[config.mk]
export PLATFORM = sky130hd
export DESIGN_NAME = pcs_scrambler_stream_flat
export DESIGN_NICKNAME = d
export VERILOG_FILES = /design/src/rtl/pcs_scrambler_stream_if.sv /design/src/rtl/pcs_scrambler_stream.sv /design/src/flat_wrapper.sv
export SDC_FILE = /design/constraint.sdc
export NUM_CORES = 1
export LEC_CHECK = 0
export CAP_MARGIN = 0
export CORE_MARGIN = 2
export CORE_UTILIZATION = 29
export DETAILED_ROUTE_END_ITERATION = 6
export SETUP_SLACK_MARGIN = 0.2
export SLEW_MARGIN = 20
export SYNTH_ARGS = -nofsm -noshare
export SYNTH_HDL_FRONTEND = slang
export SYNTH_SLANG_ARGS = --single-unit
export TNS_END_PERCENT = 30
[constraint.sdc]
create_clock -name CLK -period 2.6 [get_ports CLK]
set_clock_uncertainty 0.15 [all_clocks]
set_input_delay 0.78 -clock CLK [delete_from_list [all_inputs] [get_ports CLK]]
set_output_delay 0.78 -clock CLK [all_outputs]
set_load 0.01 [all_outputs]
[src/rtl/pcs_scrambler_stream_if.sv]
// pcs_scrambler_stream_if: stream bundle for the PCS scrambler.
// Carries the upstream (s_*) and downstream (m_*) valid/ready channels.
// The slave modport is the block's view. The master modport is the
// surrounding logic's view: it drives the input word and accepts the output.

interface pcs_scrambler_stream_if #(
   parameter int DATA_WIDTH = 64,
   parameter int HDR_WIDTH  = 2
);

   // upstream channel into the scrambler
   logic                  s_valid;
   logic                  s_ready;
   logic [DATA_WIDTH-1:0] s_data;
   logic [HDR_WIDTH-1:0]  s_hdr;

   // downstream channel out of the scrambler
   logic                  m_valid;
   logic                  m_ready;
   logic [DATA_WIDTH-1:0] m_data;
   logic [HDR_WIDTH-1:0]  m_hdr;

   modport slave (
      input  s_valid,
      input  s_data,
      input  s_hdr,
      input  m_ready,
      output s_ready,
      output m_valid,
      output m_data,
      output m_hdr
   );

   modport master (
      output s_valid,
      output s_data,
      output s_hdr,
      output m_ready,
      input  s_ready,
      input  m_valid,
      input  m_data,
      input  m_hdr
   );

endinterface

[src/rtl/pcs_scrambler_stream.sv]
// pcs_scrambler_stream: streaming self-synchronous scrambler/descrambler for
// g(x) = 1 + x^39 + x^58, as used by the 40G/100G PCS (64b/66b payload).
//
// - DESCRAMBLE = 0: multiplicative scrambler (line bits fed back).
// - DESCRAMBLE = 1: descrambler (received line bits fed forward).
// In both modes the 58-bit state holds line-side (scrambled) bits, with
// state[0] the most recent one. Bit 0 of a word is the first on the line.
//
// The header sideband travels with its word through the same output
// register and never touches the LFSR.
//
// The state advances only when a word is accepted. Idle and stalled
// cycles leave it untouched.
//
// Optional feature macro: PCS_SCR_SEED_LOAD_EN
//   Adds seed_load / seed_value for a runtime reseed of the state.
//   A load wins over the state update of a word accepted in the same
//   cycle. That word is still processed with the old state.

module pcs_scrambler_stream #(
   parameter int          DATA_WIDTH = 64,
   parameter int          HDR_WIDTH  = 2,
   parameter int          DESCRAMBLE = 0,
   parameter logic [57:0] SEED       = 58'h3FF_FFFF_FFFF_FFFF
) (
   input  logic                  CLK,
   input  logic                  rst_n,
`ifdef PCS_SCR_SEED_LOAD_EN
   input  logic                  seed_load,
   input  logic [57:0]           seed_value,
`endif
   pcs_scrambler_stream_if.slave bus
);

   // polynomial geometry
   localparam int LFSR_LEN = 58;
   localparam int TAP_NEAR = 39;
   localparam int TAP_FAR  = 58;

   // history vector: state bits (oldest at index 0) followed by this word's line bits
   localparam int HIST_W   = LFSR_LEN + DATA_WIDTH;

   // ------------------------------------------------------------------
   // Feedback term for the line bit sitting at history position pos:
   // XOR of the bits 39 and 58 positions earlier on the line.
   // ------------------------------------------------------------------
   function automatic logic lfsr_fb(input logic [HIST_W-1:0] hist, input int pos);
      lfsr_fb = hist[pos - TAP_NEAR] ^ hist[pos - TAP_FAR];
   endfunction

   // ------------------------------------------------------------------
   // registers and their next-state values
   // ------------------------------------------------------------------
   logic [LFSR_LEN-1:0]   state_q;
   logic [LFSR_LEN-1:0]   state_d;
   logic                  valid_q;
   logic                  valid_d;
   logic [DATA_WIDTH-1:0] data_q;
   logic [DATA_WIDTH-1:0] data_d;
   logic [HDR_WIDTH-1:0]  hdr_q;
   logic [HDR_WIDTH-1:0]  hdr_d;

   // ------------------------------------------------------------------
   // combinational datapath and handshake
   // ------------------------------------------------------------------
   logic [HIST_W-1:0]     hist_s;       // concatenated line history for this word
   logic [DATA_WIDTH-1:0] word_s;       // processed payload for the offered word
   logic [LFSR_LEN-1:0]   state_adv_s;  // state after absorbing the offered word
   logic                  s_ready_s;
   logic                  xfer_in_s;
   logic                  xfer_out_s;

   // Unroll the serial LFSR across the word. hist_s[LFSR_LEN-1-k] is
   // state[k], and hist_s[LFSR_LEN+i] is line bit c[i]. A tap k positions
   // back from bit i is therefore hist_s[LFSR_LEN+i-k]. This one index
   // covers both cases: a bit earlier in the same word, or a bit still
   // held in the state.
   always_comb begin
      hist_s = {HIST_W{1'b0}};
      word_s = {DATA_WIDTH{1'b0}};
      for (int k = 0; k < LFSR_LEN; k++) begin
         hist_s[LFSR_LEN-1-k] = state_q[k];
      end
      for (int i = 0; i < DATA_WIDTH; i++) begin
         if (DESCRAMBLE != 0) begin
            // received bit is already on the line; strip the sequence
            hist_s[LFSR_LEN+i] = bus.s_data[i];
            word_s[i]          = bus.s_data[i] ^ lfsr_fb(hist_s, LFSR_LEN + i);
         end else begin
            // scrambled bit goes to the line and back into the history
            hist_s[LFSR_LEN+i] = bus.s_data[i] ^ lfsr_fb(hist_s, LFSR_LEN + i);
            word_s[i]          = hist_s[LFSR_LEN+i];
         end
      end
   end

   // The next state is the newest 58 line bits, with the newest in state[0].
   // For narrow words this keeps part of the old state, shifted up by
   // DATA_WIDTH.
   always_comb begin
      state_adv_s = {LFSR_LEN{1'b0}};
      for (int k = 0; k < LFSR_LEN; k++) begin
         state_adv_s[k] = hist_s[HIST_W-1-k];
      end
   end

   // Handshake: a single output register, refillable in the cycle it drains.
   always_comb begin
      s_ready_s  = (~valid_q) | bus.m_ready;
      xfer_in_s  = bus.s_valid & s_ready_s;
      xfer_out_s = valid_q & bus.m_ready;
   end

   // Next-state selection for the output register and the valid flag.
   always_comb begin
      valid_d = valid_q;
      data_d  = data_q;
      hdr_d   = hdr_q;
      if (xfer_in_s) begin
         valid_d = 1'b1;
         data_d  = word_s;
         hdr_d   = bus.s_hdr;
      end else if (xfer_out_s) begin
         valid_d = 1'b0;
      end else begin
         // idle or stalled: hold the output word stable
         valid_d = valid_q;
      end
   end

`ifdef PCS_SCR_SEED_LOAD_EN
   // LFSR state update; a reseed overrides the advance from a word taken this cycle.
   always_comb begin
      state_d = state_q;
      if (seed_load) begin
         state_d = seed_value;
      end else if (xfer_in_s) begin
         state_d = state_adv_s;
      end else begin
         state_d = state_q;
      end
   end
`else
   // LFSR state update; advances only on accepted words.
   always_comb begin
      state_d = state_q;
      if (xfer_in_s) begin
         state_d = state_adv_s;
      end else begin
         state_d = state_q;
      end
   end
`endif

   // State and output registers; reset discards any held word and reloads SEED.
   always_ff @(posedge CLK or negedge rst_n) begin
      if (!rst_n) begin
         state_q <= SEED;
         valid_q <= 1'b0;
         data_q  <= {DATA_WIDTH{1'b0}};
         hdr_q   <= {HDR_WIDTH{1'b0}};
      end else begin
         state_q <= state_d;
         valid_q <= valid_d;
         data_q  <= data_d;
         hdr_q   <= hdr_d;
      end
   end

   // ------------------------------------------------------------------
   // outputs: everything except s_ready comes straight from flops
   // ------------------------------------------------------------------
   assign bus.s_ready = s_ready_s;
   assign bus.m_valid = valid_q;
   assign bus.m_data  = data_q;
   assign bus.m_hdr   = hdr_q;

endmodule

[src/flat_wrapper.sv]
// flat-port wrapper written by rule: the top's interface ports become plain ports
module pcs_scrambler_stream_flat 
#(
   parameter int          DATA_WIDTH = 64,
   parameter int          HDR_WIDTH  = 2,
   parameter int          DESCRAMBLE = 0,
   parameter logic [57:0] SEED       = 58'h3FF_FFFF_FFFF_FFFF
)
  (CLK, rst_n, bus_s_valid, bus_s_data, bus_s_hdr, bus_m_ready, bus_s_ready, bus_m_valid, bus_m_data, bus_m_hdr);
  pcs_scrambler_stream_if #(.DATA_WIDTH(DATA_WIDTH), .HDR_WIDTH(HDR_WIDTH)) bus_i ();
  input  logic CLK;
  input  logic rst_n;
  input wire logic [$bits(bus_i.s_valid)-1:0] bus_s_valid;
  input wire logic [$bits(bus_i.s_data)-1:0] bus_s_data;
  input wire logic [$bits(bus_i.s_hdr)-1:0] bus_s_hdr;
  input wire logic [$bits(bus_i.m_ready)-1:0] bus_m_ready;
  output wire logic [$bits(bus_i.s_ready)-1:0] bus_s_ready;
  output wire logic [$bits(bus_i.m_valid)-1:0] bus_m_valid;
  output wire logic [$bits(bus_i.m_data)-1:0] bus_m_data;
  output wire logic [$bits(bus_i.m_hdr)-1:0] bus_m_hdr;
  assign bus_i.s_valid = bus_s_valid;
  assign bus_i.s_data = bus_s_data;
  assign bus_i.s_hdr = bus_s_hdr;
  assign bus_i.m_ready = bus_m_ready;
  assign bus_s_ready = bus_i.s_ready;
  assign bus_m_valid = bus_i.m_valid;
  assign bus_m_data = bus_i.m_data;
  assign bus_m_hdr = bus_i.m_hdr;
  pcs_scrambler_stream #(.DATA_WIDTH(DATA_WIDTH), .HDR_WIDTH(HDR_WIDTH), .DESCRAMBLE(DESCRAMBLE), .SEED(SEED)) u_core (.CLK(CLK), .rst_n(rst_n), .bus(bus_i));
endmodule
== Yosys cells after proc, flatten, opt, wreduce, memory -nomap -nowiden ==
Cells that the tools add are included.
Operators by class
  bitwise operators: 132
  reduce and logical (&&, ||, !) cells: 1
  mux-type cells: 2
Operator list (number)
  bitwise XOR 1 bit: 128
  AND 1 bit: 2
  two-way mux 1 bit: 2
  nonzero test 2 bit: 1
  inverter 1 bit: 1
  OR 1 bit: 1
Storage, ports and cells
  register bits: 125
  logic and storage cells: 139
  bits of input ports: 70
  output and inout port bits: 68

== Depth between registers and ports, before layout ==
  depth in word-level cells: 4
  depth in mapped cells: 6
  depth with buffers taken out: 4

== Least setup slack after synthesis ==
No wires, ideal clock.
  kind: input -> output
  start: input bus_m_ready
  end: output bus_s_ready
  path buffers: 1
  required time: 1.670 ns
  cell stages on the path: 3
  path slack: 0.602 ns
  arrival time: 1.068 ns
  path through: nor2b_4 > buf_6 > inv_4
On the way
  word-level cells in the longest chain between the ends: 1
Ends and longest elaborated chain
  start, declared: RTL line flat_wrapper.sv:16  | input wire logic [$bits(bus_i.m_ready)-1:0] bus_m_ready;
  OR 1 bit: RTL line pcs_scrambler_stream.sv:109  | s_ready_s = (~valid_q) | bus.m_ready;
  end, declared: RTL line flat_wrapper.sv:17  | output wire logic [$bits(bus_i.s_ready)-1:0] bus_s_ready;
No other way between the ends.

== Final worst setup path ==
  start: register u_core.data_q[29] (netlist: u_core.bus.m_data[29])
  end: output bus_m_data[29]
RTL lines
  start, declared: RTL line pcs_scrambler_stream.sv:58  | logic [DATA_WIDTH-1:0] data_q;
  start signal, assigned: RTL line pcs_scrambler_stream.sv:160  | data_q <= {DATA_WIDTH{1'b0}};
  start signal, assigned: RTL line pcs_scrambler_stream.sv:165  | data_q <= data_d;
  end, declared: RTL line flat_wrapper.sv:19  | output wire logic [$bits(bus_i.m_data)-1:0] bus_m_data;
No word-level cell between the ends.

==> results.txt <==
cell leakage power - 3.93 nW
number of buffers on the longest clock path - 2
HPWL reported at the end of detailed placement - 13.7 mm
most common library cell in the layout ignoring fill and taps - sky130_fd_sc_hd__clkdlybuf4s50_1
setup_tns - 0 ns
clock-pin transition on the worst setup and hold timing paths - 0.06 ns
effective utilization at floorplan - 29.5%
Critical Path End Type - output pin
Final GP Congestion - 0.812
maximum number of pins on one net before global-route repair - 126
count of hold buffers inserted by post-cts repair - 0
cts bufs inserted - 17
count of maximum capacitance violations - 0
total stage count of the critical path - 1
sequential cell area fraction in the yosys report - 49.7%
#FFs+latches synth - 125
post-detailed-route DRC marker count - 0
Cell Count Post-Placement - 889
die height - 153 um
via count of the first global-routing pass - 4,799
Tightest Hold Check Type - in2async
critical path fanouts, max - 2
time the worst path needs with I/O delays and setup - 2.31 ns
crit-path cells - clkdlybuf4s50_1
clock latency at the later pin of the worst-skew pair - 0.42 ns
Inserted Diodes - 0
crit path setup slack, layout - 0.290 ns
worst-case reg-to-reg path depth - 6
leftover overflow at the end of global routing - 0
worst path required time - 1.67 ns
peak supply drop - 0.435 mV
Max stage delay cell, worst path - sky130_fd_sc_hd__clkdlybuf4s50_1
core area - 21,800 um^2
Die X - 153 um
per-cell routed wire length - 20.3 um
fin util - 40.6%
area enclosed by the die boundary - 23,400 um^2
TritonCTS clock tree - built
Detailed Route Iter0 Violations - 213
net count after synthesis - 561
status - completed
number of warnings printed during yosys synthesis - 0
post-synthesis async set-or-reset flop share - 100%
Worst path max stage delay - 0.56 ns
H-Tree Depth - 4
Total Routed Length - 18.7 mm
slew at the pin with the worst max-slew slack - 0.734 ns
initial antenna violation count - 0
global-route wire length before repair - 28.9 mm
category of the worst setup path launch point - register
count of input and output buffers - 137
Worst Setup Slack post-DPL - -0.251 ns
Worst setup endpoint - bus_m_data[29]
first drt pass iteration count - 4
leading register cell type out of synthesis - sky130_fd_sc_hd__dfrtp_1
site row count - 54
top achievable clock speed - 0.433 GHz
WS Path Type - reg2out
proportion of layout cells with a drive suffix above 1 - 22.6%
Final Non-Filler Cells - 922
start point of the critical path - u_core.bus.m_data[29]$_DFFE_PN0P_
number of buffers and inverters on the critical path - 1
relative slew slack - 51.1%
clk root buf - sky130_fd_sc_hd__clkbuf_16
clock tree sinks - 125
Final Max Tran Viols - 0
pwr dens - 1420 nW/um^2
count of nets left with antenna violations after detail routing - 0
endpoints failing hold - 0
Worst R2R Start - u_core.bus.m_valid$_DFFE_PN0P_
Setup-failing EPs final - 0
RSZ-0062 raised after global routing - false
mean post-synth cell area - 13.1 um^2
IO Count - 138
P&R area growth vs syn - 37.5%
average via count per standard cell - 4.76
vias - 4,390
setup slack, reg-to-reg - 0.63 ns
final cycle utilization of the critical path - 88.9%
post-synthesis instance area - 6440 um^2
number of cells produced by synthesis - 491
number of flops mapped to enable cells by yosys - 0
overall fraction of global-route tracks in use - 16.4%
net count reported at finish - 699
crit-path leading delay family - buffers and inverters
number of unique standard cell types used by synthesis - 31
arrival time of the worst setup path - 1.38 ns
Crit Reg-Reg Endpoint - u_core.bus.m_data[25]$_DFFE_PN0P_
commonest cells after routing, fill and taps aside - 134 x sky130_fd_sc_hd__clkdlybuf4s50_1, 112 x sky130_fd_sc_hd__o21ai_0, 67 x sky130_fd_sc_hd__dfrtp_1
sequential cells by signal (all words and copies together) (netlist names):
register / count
u_core.bus.m_data: 64
u_core.bus.m_hdr: 2
u_core.bus.m_valid: 1
u_core.state_q: 58
area by class of cell:
class	count	area (um^2)
Inverter	2	11.3
Timing Repair Buffer	151	1560
Tap cell	280	350
Sequential cell	125	3200
Clock inverter	9	204
Fill cell	2052	13000
Clock buffer	23	498
Multi-Input combinational cell	332	3040
routing by layer:
metal  wire length (um)  up-vias  track usage [%]  share of wire [%]
met3               1160       28             5.50                6.2
met1               8390     2230             21.6                 45
met4                550        0             6.61                2.9
li1                   -     2008                -                  -
met2               8590      124             24.7                 46
met5                  0        -                0                  0
cell usage after synthesis (all sizes together) (8+ instances only):
master | instances | share of area [%]
a21o | 40 | 4.8
buf | 15 | 1.9
clkbuf | 17 | 1.1
dfrtp | 67 | 26
dfstp | 58 | 24
mux2 | 8 | 1.4
nand2 | 28 | 1.7
nor3 | 20 | 3.5
o21ai | 126 | 9.8
or3 | 9 | 0.87
xnor2 | 46 | 7.8
xnor3 | 41 | 14
worst min path at each step:
stage	from	end	cells after the start
final	rst_n	u_core.bus.m_data[0]$_DFFE_PN0P_	2
after global routing	rst_n	u_core.bus.m_data[0]$_DFFE_PN0P_	2
after CTS	u_core.bus.m_data[34]$_DFFE_PN0P_	u_core.bus.m_data[34]$_DFFE_PN0P_	1
after detailed placement	u_core.bus.m_data[35]$_DFFE_PN0P_	u_core.bus.m_data[35]$_DFFE_PN0P_	1
after global placement	u_core.bus.m_data[26]$_DFFE_PN0P_	u_core.bus.m_data[26]$_DFFE_PN0P_	1
after floorplan	u_core.state_q[45]$_DFFE_PN1P_	u_core.state_q[45]$_DFFE_PN1P_	2
per-stage QoR:
stage	total power, mW	hold slack, ns	area [um^2]
after global routing	13.2	0.330	8860
after global placement	9.71	0.313	8160
after CTS	12.7	0.333	8860
after floorplan	7.49	0.318	6440
final	12.6	0.267	8860
after detailed placement	9.83	0.318	8160
report_power, final:
group / internal (mW) / leakage, nW / switching, mW
Sequential: 3.24 / 1.43 / 0.860
Clock: 1.93 / 0.336 / 0.884
Combinational: 3.36 / 2.17 / 2.31
timing repair:
action	4_1_cts	5_1_grt
setup buffers	1	0
pin swaps	0	0
cloned	0	0
resized for setup	3	1
setup endpoints to repair	1	1
cell families (layout without fill, tap and decap cells):
group                  after synthesis  after routing  share of synthesized area (%)
AND/OR/NAND/NOR                     63             63                           6.91
multiplexers                         8              8                           1.40
XOR/XNOR                            95             95                           24.3
buffers and inverters               34            185                           3.15
AO/OA/AOI/OAI                      166            166                           14.6
flip-flops                         125            125                           49.7
No activity file was read; power rests on OpenSTA's default activity.
==> variant 1: new RTL, same flow settings <==
`HDR_WIDTH` is set to 2 in 3 places; all go to 4.
--- a/src/rtl/pcs_scrambler_stream_if.sv
+++ b/src/rtl/pcs_scrambler_stream_if.sv
@@ -6,5 +6,5 @@
 interface pcs_scrambler_stream_if #(
    parameter int DATA_WIDTH = 64,
-   parameter int HDR_WIDTH  = 2
+   parameter int HDR_WIDTH  = 4
 );
 
--- a/src/rtl/pcs_scrambler_stream.sv
+++ b/src/rtl/pcs_scrambler_stream.sv
@@ -20,5 +20,5 @@
 module pcs_scrambler_stream #(
    parameter int          DATA_WIDTH = 64,
-   parameter int          HDR_WIDTH  = 2,
+   parameter int          HDR_WIDTH  = 4,
    parameter int          DESCRAMBLE = 0,
    parameter logic [57:0] SEED       = 58'h3FF_FFFF_FFFF_FFFF
--- a/src/flat_wrapper.sv
+++ b/src/flat_wrapper.sv
@@ -3,5 +3,5 @@
 #(
    parameter int          DATA_WIDTH = 64,
-   parameter int          HDR_WIDTH  = 2,
+   parameter int          HDR_WIDTH  = 4,
    parameter int          DESCRAMBLE = 0,
    parameter logic [57:0] SEED       = 58'h3FF_FFFF_FFFF_FFFF
Ports: changed (resized bus_m_hdr and bus_s_hdr); port bits go from 138 to 142. No check against the original RTL was run, so the function may have changed too.
==> variant 1 against the unedited design <==
  * Routed wire length fell by 6.6%
  * Worst setup slack improved by 35 ps
  * Total power fell by 4.3%
  * Global-route usage fell by 0.70 points
  * Final area fell by 2.0%
  * Sequential cell count rose by 2
  * Area after synthesis fell by 1.8%
  * Via count fell by 0.11%
  * Critical endpoint is now bus_m_data[14]
==> variant 1: results (changes against the unedited design) <==
| Metric | Value |
|---|---|
| Drt via density | `4.73 (-0.76%)` |
| Clk_lat worst skew | `420 ps (about the same)` |
| Maximum VDD drop | `500 uV (+15%)` |
| Fillers | `2033 (-0.93%)` |
| Detailed placement HPWL | `12500 um (-8.2%)` |
| Crit-path max cell delay | `590 ps (+30 ps)` |
| IO buf count | `141 (+2.9%)` |
| Leakage | `3.86 nW (-1.7%)` |
| Relative max-transition margin | `52.6% (+1.5 points)` |
| Cell Area, Placed | `8090 sq um (-0.86%)` |
| Asr flop ratio synth | `100% (unchanged)` |
| Synth top cells by count | `120 x o21ai_0, 69 x dfrtp_1, 58 x dfstp_2, 44 x xnor2_1, 37 x xnor3_1` |
| R2R Setup Slk | `650 ps (+20 ps)` |
| Synth cell types | `22 (-29%)` |
| Slowest CP cell | `clkdlybuf4s50_1` |
| Global-route wire length before repair | `26700 um (-7.6%)` |
| Total GRT Usage | `15.7% (-0.70 points)` |
| CTS Buffer Depth | `2 (unchanged)` |
| Layout cells sized above 1 | `20.7% (-1.9 points)` |
| Number of diodes | `0 (unchanged)` |
| Vias in the first global route | `4579 (-4.6%)` |
| Clock transition at path regs | `50 ps` |
| Seq/Total Area, Yosys | `51.4% (+1.7 points)` |
| Nets | `707 (+1.1%)` |
| Post-CTS setup buffers | `0 (-1)` |
| Pre-antenna DRT Iters | `4 (unchanged)` |
| CP Data Arrival Time | `1350 ps (-30 ps)` |
| Hold_ws | `291 ps (+24.5 ps)` |
| CP delay by family, top | `buffers and inverters` |
| Final period util | `87.5% (-1.3 points)` |
| Top cells by area, synth | `dfrtp_1 27%, dfstp_2 24%, xnor3_1 13%` |
| Largest net degree at the start of global routing | `128 (+1.6%)` |
| Average size of a mapped cell | `12.8 sq um (-2.8%)` |
| Placer Congestion | `0.782 (-3.8%)` |
| Synth warnings | `0 (unchanged)` |
| Worst hold path class | `input pin to asynchronous set/reset pin` |
| Setup WS pre-CTS | `-259 ps (-7.77 ps)` |
| WL final | `17500 um (-6.6%)` |
| DRT iter0 DRCs | `296 (+39%)` |
| Dpl cells | `896 (+0.79%)` |
| Root Driver | `clkbuf_16` |
| Total CTS buffers | `17 (unchanged)` |
| Internal power component | `8.26 mW (-3.1%)` |
| Post-CTS Resized | `3 (unchanged)` |
| Outcome | `completed` |
| Post-synthesis net count | `568 (+1.2%)` |
| Routed vias | `4385 (-0.11%)` |
## variant 1: logic make-up (layout without fill, tap and decap cells)
kind of cell,count (synthesis),count (layout),synth area share [%]
AO/OA/AOI/OAI,166,166,14.9
AND/OR/NAND/NOR,63,63,4.92
XOR/XNOR,95,95,24.7
buffers and inverters,35,187,2.37
flip-flops,127,127,51.4
multiplexers,10,10,1.78
## variant 1: area by class of cell
| cell class | count | area share, % |
|---|---|---|
| clock buffers | 27 | 5.79 |
| well taps | 280 | 4.03 |
| flip-flops and latches | 127 | 37.4 |
| clock inverters | 5 | 1.18 |
| multi-input cells | 334 | 33.7 |
| repair buffers | 153 | 17.8 |
| inverters | 2 | 0.0864 |
## variant 1: final timing paths
kind	startpoint	end	depth (start not counted)
setup reg to reg	u_core.bus.m_valid	u_core.bus.m_hdr[3]	5
max in group asynchronous	rst_n	u_core.bus.m_data[45]	2
setup / recovery	u_core.bus.m_data[14]	bus_m_data[14]	1
min in group CLK	u_core.bus.m_data[27]	u_core.bus.m_data[27]	1
hold reg to reg	u_core.bus.m_data[27]	u_core.bus.m_data[27]	1
hold / removal	rst_n	u_core.bus.m_data[33]	2
## variant 1: metrics by stage
stage               TNS [ps]  util, %
floorplan                  0        -
global placement       -1810     37.4
detailed placement     -2090     37.4
CTS                        0     40.2
global route               0     40.2
finish                     0     40.2
## variant 1: power groups by stage
stage | combinational (mW) | clock, mW | sequential (mW)
floorplan | 3.31 | 0 | 4.11
global placement | 5.50 | 0 | 4.09
detailed placement | 5.51 | 0 | 4.14
CTS | 5.56 | 2.49 | 4.12
global route | 5.95 | 2.59 | 4.24
finish | 5.48 | 2.44 | 4.11
## variant 1: routing by layer
| metal | GRT usage, % | vias to the layer above | share of wire (%) |
|---|---|---|---|
| met5 | 0 | - | 0 |
| met4 | 3.98 | 0 | 0.85 |
| met3 | 5.48 | 12 | 6.3 |
| met2 | 24.0 | 109 | 47 |
| met1 | 21.3 | 2243 | 46 |
| li1 | - | 2021 | - |
## variant 1: worst register-to-register path, cell delays in order, from the launching register on
cell and delay [ps]:
dfrtp_1 370, nor2b_4 120, buf_4 130, buf_4 280, nor2_4 400, mux2_2 390
==> variant 2: new RTL, same flow settings <==
Made on the original files. Reset style: synchronous (`rst_n`), changed in one clocked block.
--- a/src/rtl/pcs_scrambler_stream.sv
+++ b/src/rtl/pcs_scrambler_stream.sv
@@ -154,5 +154,5 @@
 
    // State and output registers; reset discards any held word and reloads SEED.
-   always_ff @(posedge CLK or negedge rst_n) begin
+   always_ff @(posedge CLK) begin
       if (!rst_n) begin
          state_q <= SEED;
Function: differs if rst_n is asserted again (counterexample within 4 cycles, from zero or initial values and one cycle with rst_n low); with rst_n held inactive, the same outputs for 4 cycles.
==> variant 2 against the unedited design <==
  * Worst setup slack got worse by 19 ps
  * Critical path depth up 3
  * First-iteration DRC count increased by 93%
  * Final area fell by 5.3%
  * Die area is 6.5% lower
  * Sequential share of layout area fell by 6.3 points
  * Cell count grew 9.2%
  * Global-route usage increased by 2.1 points
  * Area after synthesis fell by 6.7%
  * Routed wire length increased by 9.6%
  * Sequential cell count stayed put
  * Largest cell class is now multi-input gates
  * Highest routed layer unchanged
Power is not compared: it rests on default switching activity, and its combinational part moved more than twofold at a synthesized area within 25%.
==> variant 2: results (changes against the unedited design) <==
| Metric | Value |
|---|---|
| Outcome | `completed` |
| IO buf count | `137 (unchanged)` |
| Layout cells sized above 1 | `12.2% (-10 points)` |
| Largest net degree at the start of global routing | `68 (-46%)` |
| R2R Setup Slk | `580 ps (-50 ps)` |
| Clk_lat worst skew | `410 ps` |
| Hold depth | `2` |
| H-tree Lvls | `4 (unchanged)` |
| Synth Area in Adders | `0% (unchanged)` |
| Reg2reg start | `u_core.bus.m_valid` |
| Mux cell area share after synthesis | `0% (-1.4 points)` |
| Leakage | `3.37 nW` |
| Top cells by area, synth | `dfxtp_1 42%, xnor3_1 9.4%, o21ai_1 8.0%` |
| Asr flop ratio synth | `0% (-100 points)` |
| XOR/XNOR share of the synthesized area | `21.2% (-3.1 points)` |
| Post-synthesis compound-gate area fraction | `16.4% (+1.9 points)` |
| Hold Crit Start | `u_core.bus.m_data[9]` |
| Number of diodes | `0 (unchanged)` |
| Pre-antenna DRT Iters | `5 (+1)` |
| Cells on worst reg2reg path | `7 (+1)` |
| Clock transition at path regs | `60 ps (about the same)` |
| Setup WS pre-CTS | `-351 ps (-100 ps)` |
| Initial antenna violation count | `0 (unchanged)` |
| CTS Buffer Depth | `2 (unchanged)` |
| Seq/Total Area, Yosys | `41.6% (-8.0 points)` |
| Hold_ws | `331 ps (+64.5 ps)` |
| CP Data Arrival Time | `1400 ps (+20 ps)` |
| Global-route wire length before repair | `30400 um (+5.0%)` |
| Worst hold path class | `flip-flop to flip-flop` |
| DRT iter0 DRCs | `412 (+93%)` |
| FF-to-FF End | `u_core.bus.m_data[34]` |
| Largest register FFs | `64 (unchanged)` |
| Post-synthesis net count | `669 (+19%)` |
| WL final | `20500 um (+9.6%)` |
| Vias in the first global route | `5074 (+5.7%)` |
| Nets | `794 (+14%)` |
| Synth warnings | `0 (unchanged)` |
| Top FF cell, synth | `dfxtp_1` |
| Hold Crit Endpoint | `u_core.bus.m_data[9]` |
| Total GRT Usage | `18.5% (+2.1 points)` |
| Synth cell types | `24 (-23%)` |
| Crit path max fanout | `2 (unchanged)` |
| Root Driver | `clkbuf_16` |
| Synth top cells by count | `125 x dfxtp_1, 96 x o21ai_1, 55 x nand3_1, 50 x nand4_1, 42 x a21oi_1` |
| Routed vias | `5328 (+21%)` |
| Total CTS buffers | `17 (unchanged)` |
| Maximum VDD drop | `512 uV` |
| Internal power component | `4.82 mW` |
| Placer Congestion | `0.813 (+0.12%)` |
| Fillers | `1973 (-3.8%)` |
| Detailed placement HPWL | `14400 um (+5.2%)` |
| Slew of the pin with the lowest slew margin | `618 ps (-116 ps)` |
==> variant 2: logic make-up after synthesis <==
logic type,after synthesis
AND/OR/NAND/NOR,150
buffers and inverters,63
XOR/XNOR,70
flip-flops,125
AO/OA/AOI/OAI,191
==> variant 2: per-stage QoR <==
stage / utilization, % / cells / power (mW) / instance area, sq um
finish: 41.3 / 1007 / 6.65 / 8390
floorplan: - / 599 / 3.34 / 6010
global placement: 38.1 / 973 / 4.06 / 7730
detailed placement: 38.1 / 973 / 4.07 / 7730
CTS: 41.3 / 1006 / 6.69 / 8380
global route: 41.3 / 1007 / 6.92 / 8390
==> variant 2: layout make-up <==
type | instances | area share (%)
Multi-Input combinational cell | 411 | 38.6
Sequential cell | 125 | 29.8
Timing Repair Buffer | 166 | 19.7
Clock buffer | 18 | 5.11
Tap cell | 270 | 4.03
Clock inverter | 14 | 2.59
Inverter | 3 | 0.164
==> variant 2: what timing repair did <==
action	CTS	global route
gates resized for setup	6	1
buffers inserted	1	1
setup endpoints to repair	1	1
==> variant 2: critical path: stages <==
cell and delay (ps):
clkdlybuf4s15_1 160, and2b_4 290, inv_2 60, buf_6 110
==> variant 2: how the worst max path moves through the flow <==
stage | slack (ps) | depth (start not counted) | from | end
floorplan | 330 | 3 | bus_m_ready | bus_s_ready
global placement | -360 | 4 | bus_m_ready | bus_s_ready
detailed placement | -350 | 4 | bus_m_ready | bus_s_ready
CTS | 200 | 4 | bus_m_ready | bus_s_ready
global route | 250 | 4 | bus_m_ready | bus_s_ready
finish | 270 | 4 | bus_m_ready | bus_s_ready
==> variant 2: layer usage <==
layer	routed length (um)	up-vias	global-route usage, %
met1	8950	2554	24.7
met4	344	0	5.48
met3	1680	21	5.19
met5	0	-	0
li1	-	2527	-
met2	9520	226	29.2
==> variant 2: power groups by stage <==
stage	Clock [mW]	Combinational [mW]	Sequential, mW
after floorplan	0	0.940	2.40
after global placement	0	1.65	2.42
after detailed placement	0	1.66	2.41
after CTS	2.65	1.67	2.38
after global routing	2.73	1.78	2.40
final	2.62	1.66	2.38
